$ cat src/rtl/coord_tap_gen.sv
// Sweeps an N_TAPS x N_TAPS window of saturated tap coordinates around a latched
// centre point, presenting one tap per valid/ready handshake in raster order.
module coord_tap_gen #(
  parameter int N_TAPS = 4
) (
  input  logic       CLK,
  input  logic       RST_ASYNC_N,
  input  logic       START,
  input  logic [7:0] COORD_X_IN,
  input  logic [7:0] COORD_Y_IN,
  input  logic       READY_IN,
  output logic       VALID_OUT,
  output logic [7:0] X_OUT,
  output logic [7:0] Y_OUT,
  output logic       CLIP_OUT,
  output logic       LAST_OUT,
  output logic       BUSY_OUT,
  output logic       DONE_OUT
);

  localparam logic [0:0]        ST_IDLE = 1'b0;
  localparam logic [0:0]        ST_EMIT = 1'b1;
  localparam logic [2:0]        CNT_MAX = 3'(N_TAPS - 1);
  localparam logic signed [9:0] ORG_OFS = 10'(N_TAPS / 2 - 1);

  // Clamp a 10-bit signed value into int8 range; MSB of the result flags a clamp.
  function automatic logic [8:0] sat8(input logic signed [9:0] v);
    logic [8:0] r;
    if (v > 10'sd127) begin
      r = {1'b1, 8'h7F};
    end else if (v < -10'sd128) begin
      r = {1'b1, 8'h80};
    end else begin
      r = {1'b0, v[7:0]};
    end
    return r;
  endfunction

  logic [0:0]        state_r;
  logic [7:0]        cx_r, cy_r;
  logic [2:0]        x_cnt_r, y_cnt_r;
  logic              valid_r, clip_r, last_r, busy_r, done_r;
  logic [7:0]        x_r, y_r;

  logic signed [9:0] ctr_x_s, ctr_y_s, raw_x_s, raw_y_s;
  logic [2:0]        nxt_x_s, nxt_y_s;
  logic [7:0]        sat_x_s, sat_y_s;
  logic              clip_x_s, clip_y_s, nxt_last_s;

  // Next tap: first tap of a new window in IDLE, otherwise the raster successor.
  always_comb begin
    ctr_x_s = 10'sd0;
    ctr_y_s = 10'sd0;
    nxt_x_s = 3'd0;
    nxt_y_s = 3'd0;
    if (state_r == ST_IDLE) begin
      ctr_x_s = {{2{COORD_X_IN[7]}}, COORD_X_IN};
      ctr_y_s = {{2{COORD_Y_IN[7]}}, COORD_Y_IN};
    end else begin
      ctr_x_s = {{2{cx_r[7]}}, cx_r};
      ctr_y_s = {{2{cy_r[7]}}, cy_r};
      if (x_cnt_r == CNT_MAX) begin
        nxt_x_s = 3'd0;
        nxt_y_s = y_cnt_r + 3'd1;
      end else begin
        nxt_x_s = x_cnt_r + 3'd1;
        nxt_y_s = y_cnt_r;
      end
    end
    raw_x_s = ctr_x_s - ORG_OFS + $signed({7'd0, nxt_x_s});
    raw_y_s = ctr_y_s - ORG_OFS + $signed({7'd0, nxt_y_s});
    {clip_x_s, sat_x_s} = sat8(raw_x_s);
    {clip_y_s, sat_y_s} = sat8(raw_y_s);
    nxt_last_s = (nxt_x_s == CNT_MAX) && (nxt_y_s == CNT_MAX);
  end

  // Sweep FSM with fully registered outputs; X/Y keep their last tap in IDLE.
  always_ff @(posedge CLK or negedge RST_ASYNC_N) begin
    if (!RST_ASYNC_N) begin
      state_r <= ST_IDLE;
      cx_r    <= 8'd0;
      cy_r    <= 8'd0;
      x_cnt_r <= 3'd0;
      y_cnt_r <= 3'd0;
      valid_r <= 1'b0;
      x_r     <= 8'd0;
      y_r     <= 8'd0;
      clip_r  <= 1'b0;
      last_r  <= 1'b0;
      busy_r  <= 1'b0;
      done_r  <= 1'b0;
    end else begin
      done_r <= 1'b0;
      case (state_r)
        ST_IDLE: begin
          if (START) begin
            state_r <= ST_EMIT;
            cx_r    <= COORD_X_IN;
            cy_r    <= COORD_Y_IN;
            x_cnt_r <= 3'd0;
            y_cnt_r <= 3'd0;
            valid_r <= 1'b1;
            busy_r  <= 1'b1;
            x_r     <= sat_x_s;
            y_r     <= sat_y_s;
            clip_r  <= clip_x_s | clip_y_s;
            last_r  <= nxt_last_s;
          end
        end
        ST_EMIT: begin
          if (READY_IN) begin
            if (last_r) begin
              state_r <= ST_IDLE;
              valid_r <= 1'b0;
              busy_r  <= 1'b0;
              clip_r  <= 1'b0;
              last_r  <= 1'b0;
              done_r  <= 1'b1;
            end else begin
              x_cnt_r <= nxt_x_s;
              y_cnt_r <= nxt_y_s;
              x_r     <= sat_x_s;
              y_r     <= sat_y_s;
              clip_r  <= clip_x_s | clip_y_s;
              last_r  <= nxt_last_s;
            end
          end
        end
        default: begin
          state_r <= ST_IDLE;
          valid_r <= 1'b0;
          busy_r  <= 1'b0;
          clip_r  <= 1'b0;
          last_r  <= 1'b0;
        end
      endcase
    end
  end

  assign VALID_OUT = valid_r;
  assign X_OUT     = x_r;
  assign Y_OUT     = y_r;
  assign CLIP_OUT  = clip_r;
  assign LAST_OUT  = last_r;
  assign BUSY_OUT  = busy_r;
  assign DONE_OUT  = done_r;

endmodule
$ cat config.mk
export PLATFORM = sky130hd
export DESIGN_NAME = coord_tap_gen
export DESIGN_NICKNAME = d
export VERILOG_FILES = /design/src/rtl/coord_tap_gen.sv
export SDC_FILE = /design/constraint.sdc
export NUM_CORES = 1
export LEC_CHECK = 0
export ABC_AREA = 1
export BUFFER_PORTS_ARGS = -buffer_cell sky130_fd_sc_hd__buf_4
export CORE_MARGIN = 8
export CORE_UTILIZATION = 59
export CTS_BUF_LIST = sky130_fd_sc_hd__clkbuf_2
export DETAILED_ROUTE_END_ITERATION = 12
export HOLD_SLACK_MARGIN = 0.08
export PLACE_DENSITY = 0.81
export SYNTH_ARGS = -nofsm -noshare
export SYNTH_HDL_FRONTEND = slang
export SYNTH_SLANG_ARGS = --single-unit
$ cat constraint.sdc
create_clock -name CLK -period 3.16 [get_ports CLK]
set_input_delay 0.316 -clock CLK [delete_from_list [all_inputs] [get_ports CLK]]
set_output_delay 0.316 -clock CLK [all_outputs]
set_load 0.01 [all_outputs]
After elaboration in Yosys (flattened, before gate mapping)

Index checks and enable logic that the tools add are counted.

Mux-type cells: 44
Order comparisons: 4
Bitwise operators: 2
Reduce and logical (&&, ||, !) cells: 5
Add/subtract/negate cells: 6
Equality and inequality tests: 7

Operators with widths:

| cell                                                                           | count |
|---|---|
| 8-bit 2-to-1 mux                                                               | 6 |
| 9-bit 2-to-1 mux                                                               | 4 |
| 8-bit case mux with 2 select lines                                             | 2 |
| 3-bit 2-to-1 mux                                                               | 9 |
| 10-bit by 4-bit adder with 10-bit output                                       | 2 |
| 10-bit by 8-bit > comparator with 1-bit output (second input constant)         | 2 |
| 10-bit by 8-bit less-than comparator with 1-bit output (second input constant) | 2 |
| 10-bit 2-to-1 mux                                                              | 2 |
| 10-bit by 2-bit subtractor with 10-bit output (second input constant)          | 2 |
| 1-bit 2-to-1 mux                                                               | 15 |
| 3-bit case mux with 2 select lines                                             | 2 |
| 3-bit by 2-bit == test with 1-bit output (second input constant)               | 3 |
| 1-bit case mux with 2 select lines                                             | 4 |
| 3-bit by 1-bit adder with 3-bit output (second input constant)                 | 2 |
| 2-bit inequality test (second input constant)                                  | 3 |
| 3-bit AND reduction                                                            | 2 |
| 2-bit AND reduction                                                            | 2 |
| 2-bit by 1-bit inequality test with 1-bit output (second input constant)       | 1 |
| 1-bit logical AND                                                              | 1 |
| 1-bit NOT                                                                      | 1 |
| 1-bit OR                                                                       | 1 |

Output and inout bits: 21
Input port bits: 20
Word-level logic and storage cells: 79
Register bits after elaboration: 43

Longest topological paths before layout

Gate-level depths: netlist of the first run.

Depth after elaboration: 11
Mapped depth: 22
Mapped depth without buffers: 22

Worst setup path before layout of the first run

Ideal clock, no wire load.

Path type: flip-flop to flip-flop
Start: reg x_cnt_r[0]
End: reg clip_r (netlist: CLIP_OUT)
Setup slack: 0.254 ns
Path buffers: 0
Required time: 3.040 ns
Clock period less this slack: 2.906 ns
Arrival: 2.785 ns
Setup time: 0.120 ns
Cell stages (with the launch flop): 21
Cell sequence: dfrtp_1 ha_1 inv_1 nor2_1 nor2_1 nor3_1 inv_1 ha_1 inv_1 ha_1 fa_1 nand2_1 nand2_1 nand3_2 nand2_1 nand2_2 nand3_1 nand2_4 nand2_1 o21ai_1 nand2_1

Word-level cells in the longest chain between the ends: 11
Elaborated cells on any way between the ends: 21
Classes of those cells: add/sub (3); order compare (4); eq/ne (1); mux (12); bitwise (1)

Ends and longest elaborated chain:

| element                                                                                                   | line     | text |
|---|---|---|
| start, declared                                                                                           | 41       | `logic [2:0] x_cnt_r, y_cnt_r;` |
| start signal, assigned                                                                                    | 120      | `x_cnt_r <= nxt_x_s;` |
| 3-bit by 1-bit adder with 3-bit output / 3-bit by 2-bit == test with 1-bit output (equally long branches) | 66, 62   |  |
| 3-bit 2-to-1 mux                                                                                          | 62       | `if (x_cnt_r == CNT_MAX) begin` |
| 3-bit 2-to-1 mux                                                                                          | 56       | `if (state_r == ST_IDLE) begin` |
| 10-bit by 4-bit adder with 10-bit output (on tied branches)                                               | 70, 71   |  |
| 10-bit by 8-bit less-than comparator with 1-bit output                                                    | 31       | `end else if (v < -10'sd128) begin` |
| 9-bit 2-to-1 mux                                                                                          | 31       |  |
| 9-bit 2-to-1 mux                                                                                          | 29       | `if (v > 10'sd127) begin` |
| 1-bit OR *                                                                                                | 106, 124 |  |
| 1-bit 2-to-1 mux                                                                                          | 112      | `if (last_r) begin` |
| 1-bit 2-to-1 mux                                                                                          | 111      | `if (READY_IN) begin` |
| 1-bit case mux with 2 select lines *                                                                      | 94       | `case (state_r)` |
| end signal, assigned                                                                                      | 106      | `clip_r <= clip_x_s \| clip_y_s;` |
| end signal, assigned                                                                                      | 124      | `clip_r <= clip_x_s \| clip_y_s;` |
| end, declared                                                                                             | 42       | `logic valid_r, clip_r, last_r, busy_r, done_r;` |

Mark *: on every way between the ends. The rest lies on a longest branch, timed or not. The select of a mux whose other input is x is not followed.
A chain may end at the register's enable or synchronous reset.

Worst setup path after layout of the first run

Ends and elaborated chain as after synthesis.

==> run_results.csv, run 1 <==
group,metric,value,unit
critical_path,cp-end-kind,"flop",
timing,min_period,2.968,ns
die,rows,25,
placed_design,gp_congestion,0.9143,
clock_network,clock_latency,0.41,ns
logic_synthesis,synth_area_leaders,"dfrtp_1 (38%), nand2_1 (13%), ha_1 (9.7%)",
final_layout,areaGrowthSynthToFinish,16.35,%
clock_network,cts_tree,"done",
logic_synthesis,synth-seq-cells,43,
logic_synthesis,avgSynthCellArea,7.672,um2
clock_network,cts_sinks,43,
clock_network,cts.clk_slew.worst_paths,0.21,ns
die,die_w,85.46,um
timing,finalMaxSlewViolations,0,
job,cap_violations,0,
logic_synthesis,synth_seq_area_share,37.80,%
timing,setup_viol,0,
die,start_util,60.67,%
route,via_count,2439,
timing,finalCritPeriodShare,93.93,%
logic_synthesis,ys_types,34,
logic_synthesis,async_flop_share,100.0,%
global_routing,track_usage,18.30,%
route,wl_per_cell,13.27,um
placed_design,dp_hpwl,4.694,mm
global_routing,grt_max_degree,44,
clock_network,cts.path.max_buffers,2,
die,dieArea,7303,um2
clock_network,cts_made_buffers,5,
placed_design,placed_area,3178,um2
logic_synthesis,synth_edf_count,0,
final_layout,drive_gt1_share,21.53,%
route,drt_wl_total,6.263,mm
route,dr.pass1.iters,4,
timing,final.setup.tns,0,ns
run_status,status,"complete, no violations",
timing,setup_slack,0.1920,ns
critical_path,critPathArrivalTime,3.29,ns
final_layout,num-fill-cells,380,
final_layout,n_antenna_cell,0,
global_routing,grt_pass1_wl,10.90,mm
final_layout,final_cells,472,
hold_path,min_path_type,"in2reg",
timing,max_freq,0.3369,GHz
final_layout,fin_nets,462,
placed_design,pre_cts_slack,-0.03582,ns
route,drc,0,
route,drt_iter0_markers,103,
global_routing,antenna_found_initial,0,
timing,tightest_slew,0.5628,ns
critical_path,worst_setup_path_start_kind,"flop",
die,core_area,4692,um2
global_routing,grt_pass1_vias,2444,
final_layout,final_area,3312,um2
die,io_pins,41,
logic_synthesis,synth_area,2846,um2
logic_synthesis,syn_nets,415,
placed_design,io_buffer_count,40,
critical_path,critical_path_class,"reg2reg",
critical_path,critPathRequiredTime,3.49,ns
timing,finalHoldViolCount,0,
clock_network,root_buffer,"clkbuf_2",
logic_synthesis,synth_top_area_share,37.80,%
timing,relSlewSlack,62.48,%
logic_synthesis,netlist_instances,371,
route,antenna_left,0,
placed_design,dp.cells,458,
logic_synthesis,synth_flop_cell,"dfrtp_1",
global_routing,gr-total-overflow,0,
timing,finalClockSkew,0.01145,ns
clock_network,htree_levels,2,
route,via_per_inst,5.167,
logic_synthesis,synth_top_area_cell,"dfrtp_1",
critical_path,cp_max_fo,8,
logic_synthesis,yosysWarnings,0,
die,die_h,85.46,um
-- worst paths after layout --
check,start,endpoint,slack (ns),cells after the start
max,x_cnt_r[0],CLIP_OUT,0.19,21
max reg2reg,x_cnt_r[0],CLIP_OUT,0.19,21
min reg2reg,cy_r[5],cy_r[5],0.50,2
max in group asynchronous,RST_ASYNC_N,cy_r[4],2.37,2
min in group asynchronous,RST_ASYNC_N,X_OUT[0],0.41,2
min,COORD_X_IN[5],cx_r[5],0.10,3
-- cells in the final DEF (no fill, tap or decap), types with 10 or more instances in the layout --
master | synthesis | final
a21oi_1 | 19 | 19
or2_2 | 10 | 10
nor2_1 | 30 | 29
ha_1 | 22 | 20
nand3_1 | 13 | 11
inv_1 | 51 | 50
o21ai_0 | 31 | 31
nand2_1 | 99 | 98
dfrtp_1 | 43 | 43
buf_4 | 2 | 43
-- flip-flops by register name, indices dropped and copies added, names as in the netlist --
signal	cells
X_OUT	8
Y_OUT	8
cx_r	8
cy_r	8
x_cnt_r	3
y_cnt_r	3
BUSY_OUT	1
CLIP_OUT	1
DONE_OUT	1
LAST_OUT	1
state_r	1
-- layer usage --
metal  track usage [%]  up-vias  routed length [um]
met5                 0        -                   0
met4             5.732        0                  86
met3             4.440       10                 329
met2             32.16       52                3083
met1             21.25     1120                2763
li1                  -     1257                   -
-- worst max-delay path, stage by stage, from the launching register on --
cell	delay, ns
dfrtp_1	0.43
ha_2	0.20
inv_2	0.06
nor2_4	0.04
inv_1	0.07
nor2_1	0.05
nor3_2	0.18
inv_1	0.10
ha_1	0.28
inv_1	0.04
ha_2	0.18
fa_2	0.34
nand2_2	0.08
nand2_1	0.08
nand3_2	0.08
nand2_1	0.08
nand2_2	0.12
nand3_2	0.10
nand2_4	0.12
nand2_1	0.06
o21ai_1	0.11
nand2_1	0.05
-- cell type report --
| class | instances | area (um2) | share of cell area, % |
|---|---|---|---|
| Inverter | 56 | 212.7 | 6.422 |
| Clock inverter | 2 | 8.758 | 0.2645 |
| Clock buffer | 5 | 25.02 | 0.7556 |
| Sequential cell | 43 | 1076 | 32.49 |
| Multi-Input combinational cell | 263 | 1539 | 46.47 |
| Timing Repair Buffer | 49 | 382.9 | 11.56 |
| Tap cell | 54 | 67.56 | 2.040 |
-- synth_stat cells (2+ instances only) --
cell and instances:
a21oi_1 19, a21oi_4 2, buf_2 2, buf_4 2
clkbuf_1 4, dfrtp_1 43, fa_1 2, ha_1 22
inv_1 51, inv_2 4, nand2_1 99, nand2_2 3
nand2_4 5, nand3_1 13, nand3_2 3, nor2_1 30
nor3_1 5, o21ai_0 31, o21ai_1 2, or2_1 3
or2_2 10, xnor2_1 4
-- cell families (layout without fill, tap and decap cells) --
logic type	after synthesis	after routing	synth area share, %
AOI/OAI and AO/OA	59	59	12.00
and+or+nand+nor	175	175	28.31
adders and majority gates	24	24	11.08
DFF	43	43	37.80
xor gates and xnor gates	5	5	1.538
buffers and inverters	65	112	9.274
-- per-stage QoR --
stage | hold WS, ns | util (%)
2_1_floorplan | 0.02041 | -
3_3_place_gp | 0.3385 | 67.73
6_report | 0.1019 | 70.59
4_1_cts | 0.08164 | 69.89
5_1_grt | 0.08818 | 70.59
3_5_place_dp | 0.3474 | 67.73
-- what timing repair did --
action / 4_1_cts / 5_1_grt
endpoints found under the hold margin: 48 / 0
hold buffers: 6 / 0
setup endpoints to repair: 8 / 8
gates resized for setup: 2 / 8
buffers inserted: 0 / 1
pin swaps: 0 / 3
Power of run 1 is left out: the tool's default activity adds up to more than one toggle a clock period on the data nets, which glitch-free logic cannot reach.
==> run 2, diff against run 1 <==
--- a/config.mk
+++ b/config.mk
@@ -8,11 +8,11 @@
 export ABC_AREA = 1
 export BUFFER_PORTS_ARGS = -buffer_cell sky130_fd_sc_hd__buf_4
 export CORE_MARGIN = 8
-export CORE_UTILIZATION = 59
+export CORE_UTILIZATION = 56
 export CTS_BUF_LIST = sky130_fd_sc_hd__clkbuf_2
 export DETAILED_ROUTE_END_ITERATION = 12
 export HOLD_SLACK_MARGIN = 0.08
-export PLACE_DENSITY = 0.81
+export PLACE_DENSITY = 0.79
 export SYNTH_ARGS = -nofsm -noshare
 export SYNTH_HDL_FRONTEND = slang
 export SYNTH_SLANG_ARGS = --single-unit
==> run 2 against run 1 <==
Die area up 4.3%; final area rose by 3.0%; count of clock-buffer cells in the layout unchanged; register-to-register slack got worse by 0.09 ns; first-iteration DRC count grew 23%.
==> run_results.csv, run 2 (synthesized netlist as in run 1, its figures left out) <==
group,metric,value,unit
run_status,status,"complete, no violations",
placed_design,io_buffer_count,40,
placed_design,dp.cells,474,
critical_path,critical_path_class,"reg2reg",
critical_path,cpMostUsedCell,"inv_1",
timing,max_freq,0.3275,GHz
route,drt_wl_total,6.520,mm
die,core_area,5010,um2
clock_network,root_buffer,"clkbuf_2",
placed_design,dp_hpwl,4.751,mm
timing,finalMaxSlewViolations,0,
critical_path,cp_max_fo,7,
global_routing,grt_pass1_vias,2483,
route,antenna_left,0,
hold_path,min_path_type,"in2reg",
clock_network,cts_tree,"done",
timing,finalHoldViolCount,0,
die,start_util,56.82,%
final_layout,layout_common_cells,"nand2_1 (97), inv_1 (50), buf_4 (44), dfrtp_1 (43), o21ai_0 (31)",
global_routing,grt_pass1_wl,11.09,mm
die,die_w,87.30,um
critical_path,crit_path_max_incr_delay,0.45,ns
critical_path,setup.worst_path.start,"x_cnt_r[0]",
final_layout,final_common_cell,"nand2_1",
global_routing,track_usage,18.11,%
timing,relSlewSlack,62.23,%
die,die_h,87.30,um
die,dieArea,7620,um2
critical_path,critPathArrivalTime,3.37,ns
global_routing,antenna_found_initial,0,
clock_network,cts_made_buffers,5,
clock_network,cts.clk_slew.worst_paths,0.23,ns
critical_path,crit_chain,"ha_2, inv_2, nor2_4, inv_1, nor2_1, nor3_2, inv_1, ha_1, inv_1, ha_2, fa_2, nand2_2, nand2_1, nand3_2, nand2_2, nand2_1, nand3_2, a21oi_4, a21oi_1",
die,rows,26,
timing,min_period,3.053,ns
final_layout,n_antenna_cell,0,
global_routing,gr-total-overflow,0,
critical_path,worst_setup_path_start_kind,"flop",
timing,tightest_slew,0.5665,ns
timing,finalCritPeriodShare,96.62,%
global_routing,grt_max_degree,44,
critical_path,worst_path_max_delay_cell,"dfrtp_1",
critical_path,critPathRequiredTime,3.47,ns
clock_network,htree_levels,2,
final_layout,num-fill-cells,465,
clock_network,cts.path.max_buffers,2,
route,drc,0,
timing,finalClockSkew,0.02171,ns
route,via_count,2495,
route,via_per_inst,5.061,
die,io_pins,41,
final_layout,fin_nets,466,
final_layout,final_cells,493,
critical_path,crit_buf_inv,4,
clock_network,clock_latency,0.43,ns
critical_path,reg2reg_from,"x_cnt_r[0]",
hold_path,hp-start,"START",
job,cap_violations,0,
clock_network,cts_sinks,43,
critical_path,path_delay_family,"adder cells",
route,drt_iter0_markers,127,
timing,rsz0062_at_grt,"yes",
critical_path,cp-end-kind,"flop",
timing,setup_viol,0,
placed_design,gp_congestion,0.9203,
route,dr.pass1.iters,4,
route,wl_per_cell,13.23,um
final_layout,drive_gt1_share,22.70,%
final_layout,areaGrowthSynthToFinish,19.87,%
run 2: cell count changes in the layout (fill, tap and decap cells not counted), sizes merged:
cell,change
bufinv,+1
dlygate4sd3,+3
buf,+1
run 2: final cells by class:
type                    instances  area, um2  share of cell area [%]
clock buffers                   5      25.02                  0.7334
inverters                      56      212.7                   6.234
repair buffers                 53      420.4                   12.32
well taps                      70      87.58                   2.567
flip-flops and latches         43       1076                   31.54
clock inverters                 3      38.79                   1.137
multi-input cells             263       1551                   45.47
run 2: worst paths after layout:
check / endpoint / slack (ns) / cells past startpoint
worst max-delay path: Y_OUT[4] / 0.11 / 19
worst min-delay path: state_r / 0.13 / 3
worst max register to register: Y_OUT[4] / 0.11 / 19
worst min register to register: cy_r[6] / 0.50 / 2
max in group asynchronous: cy_r[6] / 2.37 / 2
min in group asynchronous: X_OUT[1] / 0.38 / 2
run 2: routing by layer:
metal,share of wire (%),GRT usage (%),wire length (um)
met3,4.9,4.151,317
met1,45,21.80,2941
met2,49,30.72,3169
met5,0,0,0
met4,1.4,6.250,91
run 2: worst min-delay path, delay by kind of cell:
| kind | cells | cell delay, ns |
|---|---|---|
| buffers and inverters | 1 | 0.10 |
| and+or+nand+nor | 2 | 0.12 |
run 2: repair_timing:
item / 4_1_cts / 5_1_grt
endpoints found under the hold margin: 51 / 0
buffers inserted: 0 / 2
pin swaps: 0 / 9
gates cloned: 0 / 0
setup endpoints to repair: 8 / 9
gates resized for setup: 1 / 13
hold buffers: 9 / 0
run 2: metrics by stage:
stage	area [um2]	TNS [ns]	hold WS [ns]	worst slack (ns)	utilization (%)
finish	3412	0	0.1257	0.1067	68.11
global placement	3198	0	0.3401	0.09653	63.84
CTS	3354	0	0.1128	0.04028	66.96
global route	3412	-0.3990	0.1069	-0.06815	68.11
floorplan	2846	0	0.02041	0.2542	-
detailed placement	3198	-0.008526	0.3452	-0.008526	63.84
Power of run 2 is left out for the same reason.
